$ cat src/rtl/vertex_transform_sequencer_if.sv
// Vertex RAM port and transformation-datapath handshake bundle for the vertex transform sequencer.
// The sequencer drives the master modport; the RAM/datapath side uses the slave modport.
interface vertex_transform_sequencer_if #(
    parameter int ADDR_W  = 7,
    parameter int COORD_W = 16
);
    logic                   mem_rd_en;
    logic [ADDR_W-1:0]      mem_rd_addr;
    logic [3*COORD_W-1:0]   mem_rd_data;
    logic                   mem_wr_en;
    logic [ADDR_W-1:0]      mem_wr_addr;
    logic [3*COORD_W-1:0]   mem_wr_data;
    logic [3*COORD_W-1:0]   xf_disp;
    logic [3*COORD_W-1:0]   xf_angle;
    logic                   xf_in_valid;
    logic                   xf_in_ready;
    logic [3*COORD_W-1:0]   xf_in_data;
    logic                   xf_out_valid;
    logic                   xf_out_ready;
    logic [3*COORD_W-1:0]   xf_out_data;

    modport master (
        output mem_rd_en, mem_rd_addr,
        input  mem_rd_data,
        output mem_wr_en, mem_wr_addr, mem_wr_data,
        output xf_disp, xf_angle,
        output xf_in_valid, xf_in_data,
        input  xf_in_ready,
        input  xf_out_valid, xf_out_data,
        output xf_out_ready
    );

    modport slave (
        input  mem_rd_en, mem_rd_addr,
        output mem_rd_data,
        input  mem_wr_en, mem_wr_addr, mem_wr_data,
        input  xf_disp, xf_angle,
        input  xf_in_valid, xf_in_data,
        output xf_in_ready,
        output xf_out_valid, xf_out_data,
        input  xf_out_ready
    );
endinterface

$ cat src/rtl/vertex_transform_sequencer.sv
// Walks the vertex RAM one vertex at a time, pushes each vertex through the transform
// datapath and writes the result back in place; parameters are frozen for the whole pass.
module vertex_transform_sequencer #(
    parameter int N_VERTS = 100,
    parameter int ADDR_W  = 7,
    parameter int CNT_W   = 7,
    parameter int COORD_W = 16
) (
    input  logic                 clk,
    input  logic                 rst_n,
    input  logic                 i_start,
    input  logic                 i_abort,
    input  logic [CNT_W-1:0]     i_vert_count,
    input  logic [3*COORD_W-1:0] i_disp,
    input  logic [3*COORD_W-1:0] i_angle,
    output logic                 o_busy,
    output logic                 o_done,
    output logic                 o_err,
    output logic                 o_aborted,
    vertex_transform_sequencer_if.master bus
);

    localparam int VW = 3 * COORD_W;
    localparam logic [CNT_W-1:0] MAX_CNT = CNT_W'(N_VERTS);

    typedef enum logic [2:0] {
        S_IDLE,
        S_READ,
        S_WAIT_RD,
        S_ISSUE,
        S_WAIT_XF,
        S_WRITE,
        S_DONE
    } state_t;

    state_t             r_state;
    state_t             w_next;

    logic [CNT_W-1:0]   r_count;
    logic [ADDR_W-1:0]  r_idx;
    logic [VW-1:0]      r_disp;
    logic [VW-1:0]      r_angle;
    logic [VW-1:0]      r_xf_in;
    logic [VW-1:0]      r_result;
    logic               r_err_flag;
    logic               r_done;
    logic               r_err;
    logic               r_aborted;

    logic               w_kill;
    logic               w_start_ok;
    logic               w_cnt_bad;
    logic               w_cnt_zero;
    logic               w_last;
    logic               w_in_valid;
    logic               w_in_fire;
    logic               w_out_fire;

    // Abort only matters once a pass is running; in IDLE it also vetoes a coincident start.
    assign w_kill     = i_abort && (r_state != S_IDLE);
    assign w_start_ok = (r_state == S_IDLE) && i_start && !i_abort;
    assign w_cnt_bad  = i_vert_count > MAX_CNT;
    assign w_cnt_zero = (i_vert_count == '0);
    assign w_last     = (CNT_W'(r_idx) == (r_count - CNT_W'(1)));
    assign w_in_valid = (r_state == S_ISSUE) && !i_abort;
    assign w_in_fire  = w_in_valid && bus.xf_in_ready;
    assign w_out_fire = (r_state == S_WAIT_XF) && !i_abort && bus.xf_out_valid;

    always_ff @(posedge clk or negedge rst_n) begin
        if (!rst_n) begin
            r_state <= S_IDLE;
        end else begin
            r_state <= w_next;
        end
    end

    always_comb begin
        w_next = r_state;
        if (w_kill) begin
            w_next = S_IDLE;
        end else begin
            case (r_state)
                S_IDLE: begin
                    if (w_start_ok) begin
                        w_next = (w_cnt_zero || w_cnt_bad) ? S_DONE : S_READ;
                    end
                end
                S_READ:    w_next = S_WAIT_RD;
                S_WAIT_RD: w_next = S_ISSUE;
                S_ISSUE: begin
                    if (w_in_fire) begin
                        w_next = S_WAIT_XF;
                    end
                end
                S_WAIT_XF: begin
                    if (w_out_fire) begin
                        w_next = S_WRITE;
                    end
                end
                S_WRITE:   w_next = w_last ? S_DONE : S_READ;
                S_DONE:    w_next = S_IDLE;
                default:   w_next = S_IDLE;
            endcase
        end
    end

    // Pass configuration, vertex index and the two vertex holding registers.
    always_ff @(posedge clk or negedge rst_n) begin
        if (!rst_n) begin
            r_count    <= '0;
            r_idx      <= '0;
            r_disp     <= '0;
            r_angle    <= '0;
            r_xf_in    <= '0;
            r_result   <= '0;
            r_err_flag <= 1'b0;
        end else begin
            if (w_start_ok) begin
                r_count    <= i_vert_count;
                r_disp     <= i_disp;
                r_angle    <= i_angle;
                r_err_flag <= w_cnt_bad;
                r_idx      <= '0;
            end
            if (r_state == S_WAIT_RD) begin
                r_xf_in <= bus.mem_rd_data;
            end
            if (w_out_fire) begin
                r_result <= bus.xf_out_data;
            end
            if ((r_state == S_WRITE) && !i_abort && !w_last) begin
                r_idx <= r_idx + ADDR_W'(1);
            end
        end
    end

    // Completion pulses land the cycle after DONE/abort, when the FSM is already back in IDLE.
    always_ff @(posedge clk or negedge rst_n) begin
        if (!rst_n) begin
            r_done    <= 1'b0;
            r_err     <= 1'b0;
            r_aborted <= 1'b0;
        end else begin
            r_done    <= (r_state == S_DONE) && !i_abort;
            r_err     <= (r_state == S_DONE) && !i_abort && r_err_flag;
            r_aborted <= w_kill;
        end
    end

    assign bus.mem_rd_en    = (r_state == S_READ);
    assign bus.mem_rd_addr  = r_idx;
    assign bus.mem_wr_en    = (r_state == S_WRITE) && !i_abort;
    assign bus.mem_wr_addr  = r_idx;
    assign bus.mem_wr_data  = r_result;
    assign bus.xf_disp      = r_disp;
    assign bus.xf_angle     = r_angle;
    assign bus.xf_in_valid  = w_in_valid;
    assign bus.xf_in_data   = r_xf_in;
    assign bus.xf_out_ready = (r_state == S_WAIT_XF) && !i_abort;

    assign o_busy    = (r_state != S_IDLE);
    assign o_done    = r_done;
    assign o_err     = r_err;
    assign o_aborted = r_aborted;

endmodule

$ cat src/flat_wrapper.sv
// flat-port wrapper written by rule: the top's interface ports become plain ports
module vertex_transform_sequencer_flat 
#(
    parameter int N_VERTS = 100,
    parameter int ADDR_W  = 7,
    parameter int CNT_W   = 7,
    parameter int COORD_W = 16
)
  (clk, rst_n, i_start, i_abort, i_vert_count, i_disp, i_angle, o_busy, o_done, o_err, o_aborted, bus_mem_rd_en, bus_mem_rd_addr, bus_mem_rd_data, bus_mem_wr_en, bus_mem_wr_addr, bus_mem_wr_data, bus_xf_disp, bus_xf_angle, bus_xf_in_valid, bus_xf_in_data, bus_xf_in_ready, bus_xf_out_valid, bus_xf_out_data, bus_xf_out_ready);
  vertex_transform_sequencer_if #(.ADDR_W(ADDR_W), .COORD_W(COORD_W)) bus_i ();
  input  logic clk;
  input  logic rst_n;
  input  logic i_start;
  input  logic i_abort;
  input  logic [CNT_W-1:0] i_vert_count;
  input  logic [3*COORD_W-1:0] i_disp;
  input  logic [3*COORD_W-1:0] i_angle;
  output logic o_busy;
  output logic o_done;
  output logic o_err;
  output logic o_aborted;
  output wire logic [$bits(bus_i.mem_rd_en)-1:0] bus_mem_rd_en;
  output wire logic [$bits(bus_i.mem_rd_addr)-1:0] bus_mem_rd_addr;
  input wire logic [$bits(bus_i.mem_rd_data)-1:0] bus_mem_rd_data;
  output wire logic [$bits(bus_i.mem_wr_en)-1:0] bus_mem_wr_en;
  output wire logic [$bits(bus_i.mem_wr_addr)-1:0] bus_mem_wr_addr;
  output wire logic [$bits(bus_i.mem_wr_data)-1:0] bus_mem_wr_data;
  output wire logic [$bits(bus_i.xf_disp)-1:0] bus_xf_disp;
  output wire logic [$bits(bus_i.xf_angle)-1:0] bus_xf_angle;
  output wire logic [$bits(bus_i.xf_in_valid)-1:0] bus_xf_in_valid;
  output wire logic [$bits(bus_i.xf_in_data)-1:0] bus_xf_in_data;
  input wire logic [$bits(bus_i.xf_in_ready)-1:0] bus_xf_in_ready;
  input wire logic [$bits(bus_i.xf_out_valid)-1:0] bus_xf_out_valid;
  input wire logic [$bits(bus_i.xf_out_data)-1:0] bus_xf_out_data;
  output wire logic [$bits(bus_i.xf_out_ready)-1:0] bus_xf_out_ready;
  assign bus_mem_rd_en = bus_i.mem_rd_en;
  assign bus_mem_rd_addr = bus_i.mem_rd_addr;
  assign bus_i.mem_rd_data = bus_mem_rd_data;
  assign bus_mem_wr_en = bus_i.mem_wr_en;
  assign bus_mem_wr_addr = bus_i.mem_wr_addr;
  assign bus_mem_wr_data = bus_i.mem_wr_data;
  assign bus_xf_disp = bus_i.xf_disp;
  assign bus_xf_angle = bus_i.xf_angle;
  assign bus_xf_in_valid = bus_i.xf_in_valid;
  assign bus_xf_in_data = bus_i.xf_in_data;
  assign bus_i.xf_in_ready = bus_xf_in_ready;
  assign bus_i.xf_out_valid = bus_xf_out_valid;
  assign bus_i.xf_out_data = bus_xf_out_data;
  assign bus_xf_out_ready = bus_i.xf_out_ready;
  vertex_transform_sequencer #(.N_VERTS(N_VERTS), .ADDR_W(ADDR_W), .CNT_W(CNT_W), .COORD_W(COORD_W)) u_core (.clk(clk), .rst_n(rst_n), .i_start(i_start), .i_abort(i_abort), .i_vert_count(i_vert_count), .i_disp(i_disp), .i_angle(i_angle), .o_busy(o_busy), .o_done(o_done), .o_err(o_err), .o_aborted(o_aborted), .bus(bus_i));
endmodule
$ cat config.mk
export PLATFORM = sky130hd
export DESIGN_NAME = vertex_transform_sequencer_flat
export DESIGN_NICKNAME = d
export VERILOG_FILES = /design/src/rtl/vertex_transform_sequencer_if.sv /design/src/rtl/vertex_transform_sequencer.sv /design/src/flat_wrapper.sv
export SDC_FILE = /design/constraint.sdc
export NUM_CORES = 1
export LEC_CHECK = 0
export ABC_AREA = 1
export CORE_AREA = 5 5 161 163
export CTS_CLUSTER_SIZE = 8
export DETAILED_ROUTE_END_ITERATION = 10
export DIE_AREA = 0 0 166 168
export PLACE_DENSITY = 0.73
export SLEW_MARGIN = 25
export SYNTH_ARGS = -nofsm -noshare
export SYNTH_HDL_FRONTEND = slang
export SYNTH_SLANG_ARGS = --single-unit
$ cat constraint.sdc
create_clock -name clk -period 2.3 [get_ports clk]
set_input_delay 0.46 -clock clk [delete_from_list [all_inputs] [get_ports clk]]
set_output_delay 0.46 -clock clk [all_outputs]
set_load 0.005 [all_outputs]
==> impl_results.md <==
- Initial antenna violation count: 4
- Clock Tree Buf Depth: 3
- Sink Count: 213
- Crit path max fanout: 4
- GR Util met2: 0.317
- Largest net degree at the start of global routing: 55
- Final #Nets: 1268
- Pleak: 6.61 nW
- Die H: 168 um
- Dpl hpwl: 20300 um
- Worst EP arrival: 1720 ps
- Number of global-route vias before repair: 6905
- Starting density of the core: 0.371
- Fin. Hold Viols: 0
- Syn avg cell area: 14.6 um^2
- Slew margin rel.: 0.699
- Worst R2R Setup Slack: 270 ps
- Die area: 27900 um^2
- Post-Place Cell Area: 13600 um^2
- GPL Wtd Cong: 0.827
- Root Driver: clkbuf_16
- Setup-failing EPs final: 0
- Max Clock Freq: 460 MHz
- Cell variety after synth: 26
- Commonest non-fill, non-tap cell in the layout: clkdlybuf4s50_1
- Routing usage on met1: 0.221
- Grt total ovfl: 0
- Period Utilization, post-route: 0.946
- CORE AREA: 24200 um^2
- Drt first pass iters: 4
- Logic pwr share: 0.438
- Row cnt: 57
- DRT antenna net count: 0
- Net Sw Power: 5.12 mW
- Pre-CTS worst setup slack: -41.0 ps
- TNS Setup: 0 ps
- Hold crit path type: input pin to async pin
- H-tree depth: 1
- WL final: 26800 um
- DR vias: 6484
- Via/cell ratio: 4.66
- Fin util: 0.597
- Worst-skew pair later-pin latency: 530 ps
- DRC Markers: 0
- Synth Net Count: 822
- Die X: 166 um
- Crit path launch type: flip-flop
- Pins over their slew limit: 0
- Setup CP Type: flip-flop to output port
- Area added between synthesis and finish: 60.8%
- GRT Resource Usage Total: 0.185
- Syn Std Cell Area: 8980 um^2
- Post-route design area: 14400 um^2
- Internal Power: 13.4 mW
- Status: finished, final reports clean
- Post-synthesis register bit count: 213
- Worst setup margin: 125 ps
- Worst Path Required: 1840 ps
- Power share of the clock group: 0.205
- Peak VDD IR: 0.000690 V
- YS warnings: 0
- Max-Cap Viols: 0
- Sequential cell area fraction in the yosys report: 0.594
- Crit path time final: 2180 ps
- Met3 global-route usage: 0.0687
- Pwr per Cell Area: 1280 nW/um^2
- Num CTS Buffers: 30
- Initial DRC Count: 330
- I/O pin count: 419
- RR Endpoint: u_core.bus.mem_rd_addr[1]
- CTS tree: done
- Most Crowded Layer GR: met2
- First-pass GRT wire length: 41200 um
- RSZ-0062 raised after global routing: false
- Least-Margin Pin Slew: 451 ps
- Commonest cells after routing, fill and taps aside: clkdlybuf4s50_1, dfrtp_1, mux2_4
- Layout cells sized above 1: 0.250
- Worst Reg2Reg Path Length in Cells: 12
- Switching Share: 0.276
- Worst Skew: 10.8 ps
- WL per Instance: 19.3 um
- PortBufs: 418
- Min Hold Slack: 441 ps
- Syn Inst Count: 615
- Worst Setup End Kind: output port
- Reg clk slew, reported paths: 50 ps
- Register share of total power: 0.357
- Worst reg2reg path startpoint: u_core.r_count[0]
[cells in the mapped netlist (all sizes together)]
cell / instances / share of area
xor2: 2 / 0.0020
or2: 1 / 0.00070
inv: 30 / 0.013
clkbuf: 1 / 0.00056
ha: 2 / 0.0028
nand2: 66 / 0.028
nand4: 5 / 0.0035
a21oi: 6 / 0.0033
buf: 30 / 0.028
dfrtp: 213 / 0.59
nand3: 26 / 0.016
nor2: 27 / 0.013
mux2: 193 / 0.29
and2: 1 / 0.00070
nand3b: 1 / 0.00084
xnor2: 2 / 0.0020
nor3: 4 / 0.0028
o21ai: 5 / 0.0028
[kinds of logic (layout without fill, tap and decap cells)]
logic type | Yosys count | count (layout) | share of synthesized area
other cells | 0 | 4 | 0
xor+xnor | 4 | 4 | 0.00390
compound gates | 11 | 11 | 0.00613
simple gates | 131 | 131 | 0.0649
buf+inv | 61 | 509 | 0.0408
mux | 193 | 193 | 0.288
flops | 213 | 213 | 0.594
fa+ha+maj | 2 | 2 | 0.00279
[power groups by stage]
stage | sequential (mW) | clock, mW | combinational (mW)
floorplan | 6.66 | 0 | 3.28
global placement | 6.56 | 0 | 8.04
detailed placement | 6.63 | 0 | 8.15
CTS | 6.63 | 3.95 | 8.24
global route | 6.86 | 4.15 | 8.65
finish | 6.62 | 3.81 | 8.11
[sequential cells by signal (all words and copies together), names as in the netlist]
name	cells
u_core.bus.mem_wr_data	48
u_core.bus.xf_angle	48
u_core.bus.xf_disp	48
u_core.bus.xf_in_data	48
u_core.bus.mem_rd_addr	7
u_core.r_count	7
u_core.r_state	3
u_core.o_aborted	1
u_core.o_done	1
u_core.o_err	1
u_core.r_err_flag	1
[worst max path at each step]
| stage | startpoint | to | slack, ps | cells past startpoint |
|---|---|---|---|---|
| 6_report | u_core.r_state[0] | bus_xf_in_valid | 120 | 5 |
| 5_1_grt | u_core.r_state[0] | bus_xf_in_valid | 3 | 5 |
| 4_1_cts | u_core.r_state[0] | bus_xf_in_valid | 90 | 5 |
| 3_5_place_dp | i_abort | bus_mem_wr_en | -40 | 3 |
| 3_3_place_gp | i_abort | bus_mem_wr_en | -30 | 3 |
| 2_1_floorplan | u_core.r_count[0] | u_core.bus.mem_rd_addr[2] | 650 | 12 |
[cell type report]
type | count | area [um^2]
Antenna cell | 4 | 10.0
Clock buffer | 33 | 762
Clock inverter | 1 | 16.3
Fill cell | 1936 | 9740
Inverter | 30 | 115
Multi-Input combinational cell | 341 | 3320
Sequential cell | 213 | 5330
Tap cell | 324 | 405
Timing Repair Buffer | 445 | 4470
[through the flow]
stage                     power, mW  instances
after floorplan                9.94        615
after global placement         14.6       1350
after detailed placement       14.8       1350
after CTS                      18.8       1387
after global routing           19.7       1391
final                          18.5       1391
[repair_timing]
item                       4_1_cts  5_1_grt
hold buffers                     1        0
hold endpoints to repair        47        0
buffers inserted                 2        0
gates cloned                     0        0
pin swaps                        2        0
gates resized for setup         12        1
setup endpoints to repair        5        7
[critical path, cell delays in order (launching register included)]
cell and delay [ps]:
dfrtp_1 390, inv_2 100, nor3_2 230, inv_1 80, nor2_1 100, dlygate4sd2_1 290
[layer usage]
| metal | share of wire | wire, um |
|---|---|---|
| met2 | 0.50 | 13300 |
| met4 | 0.017 | 443 |
| met1 | 0.39 | 10500 |
| met3 | 0.097 | 2590 |
| met5 | 0 | 0 |
No activity file was read; power rests on OpenSTA's default activity.
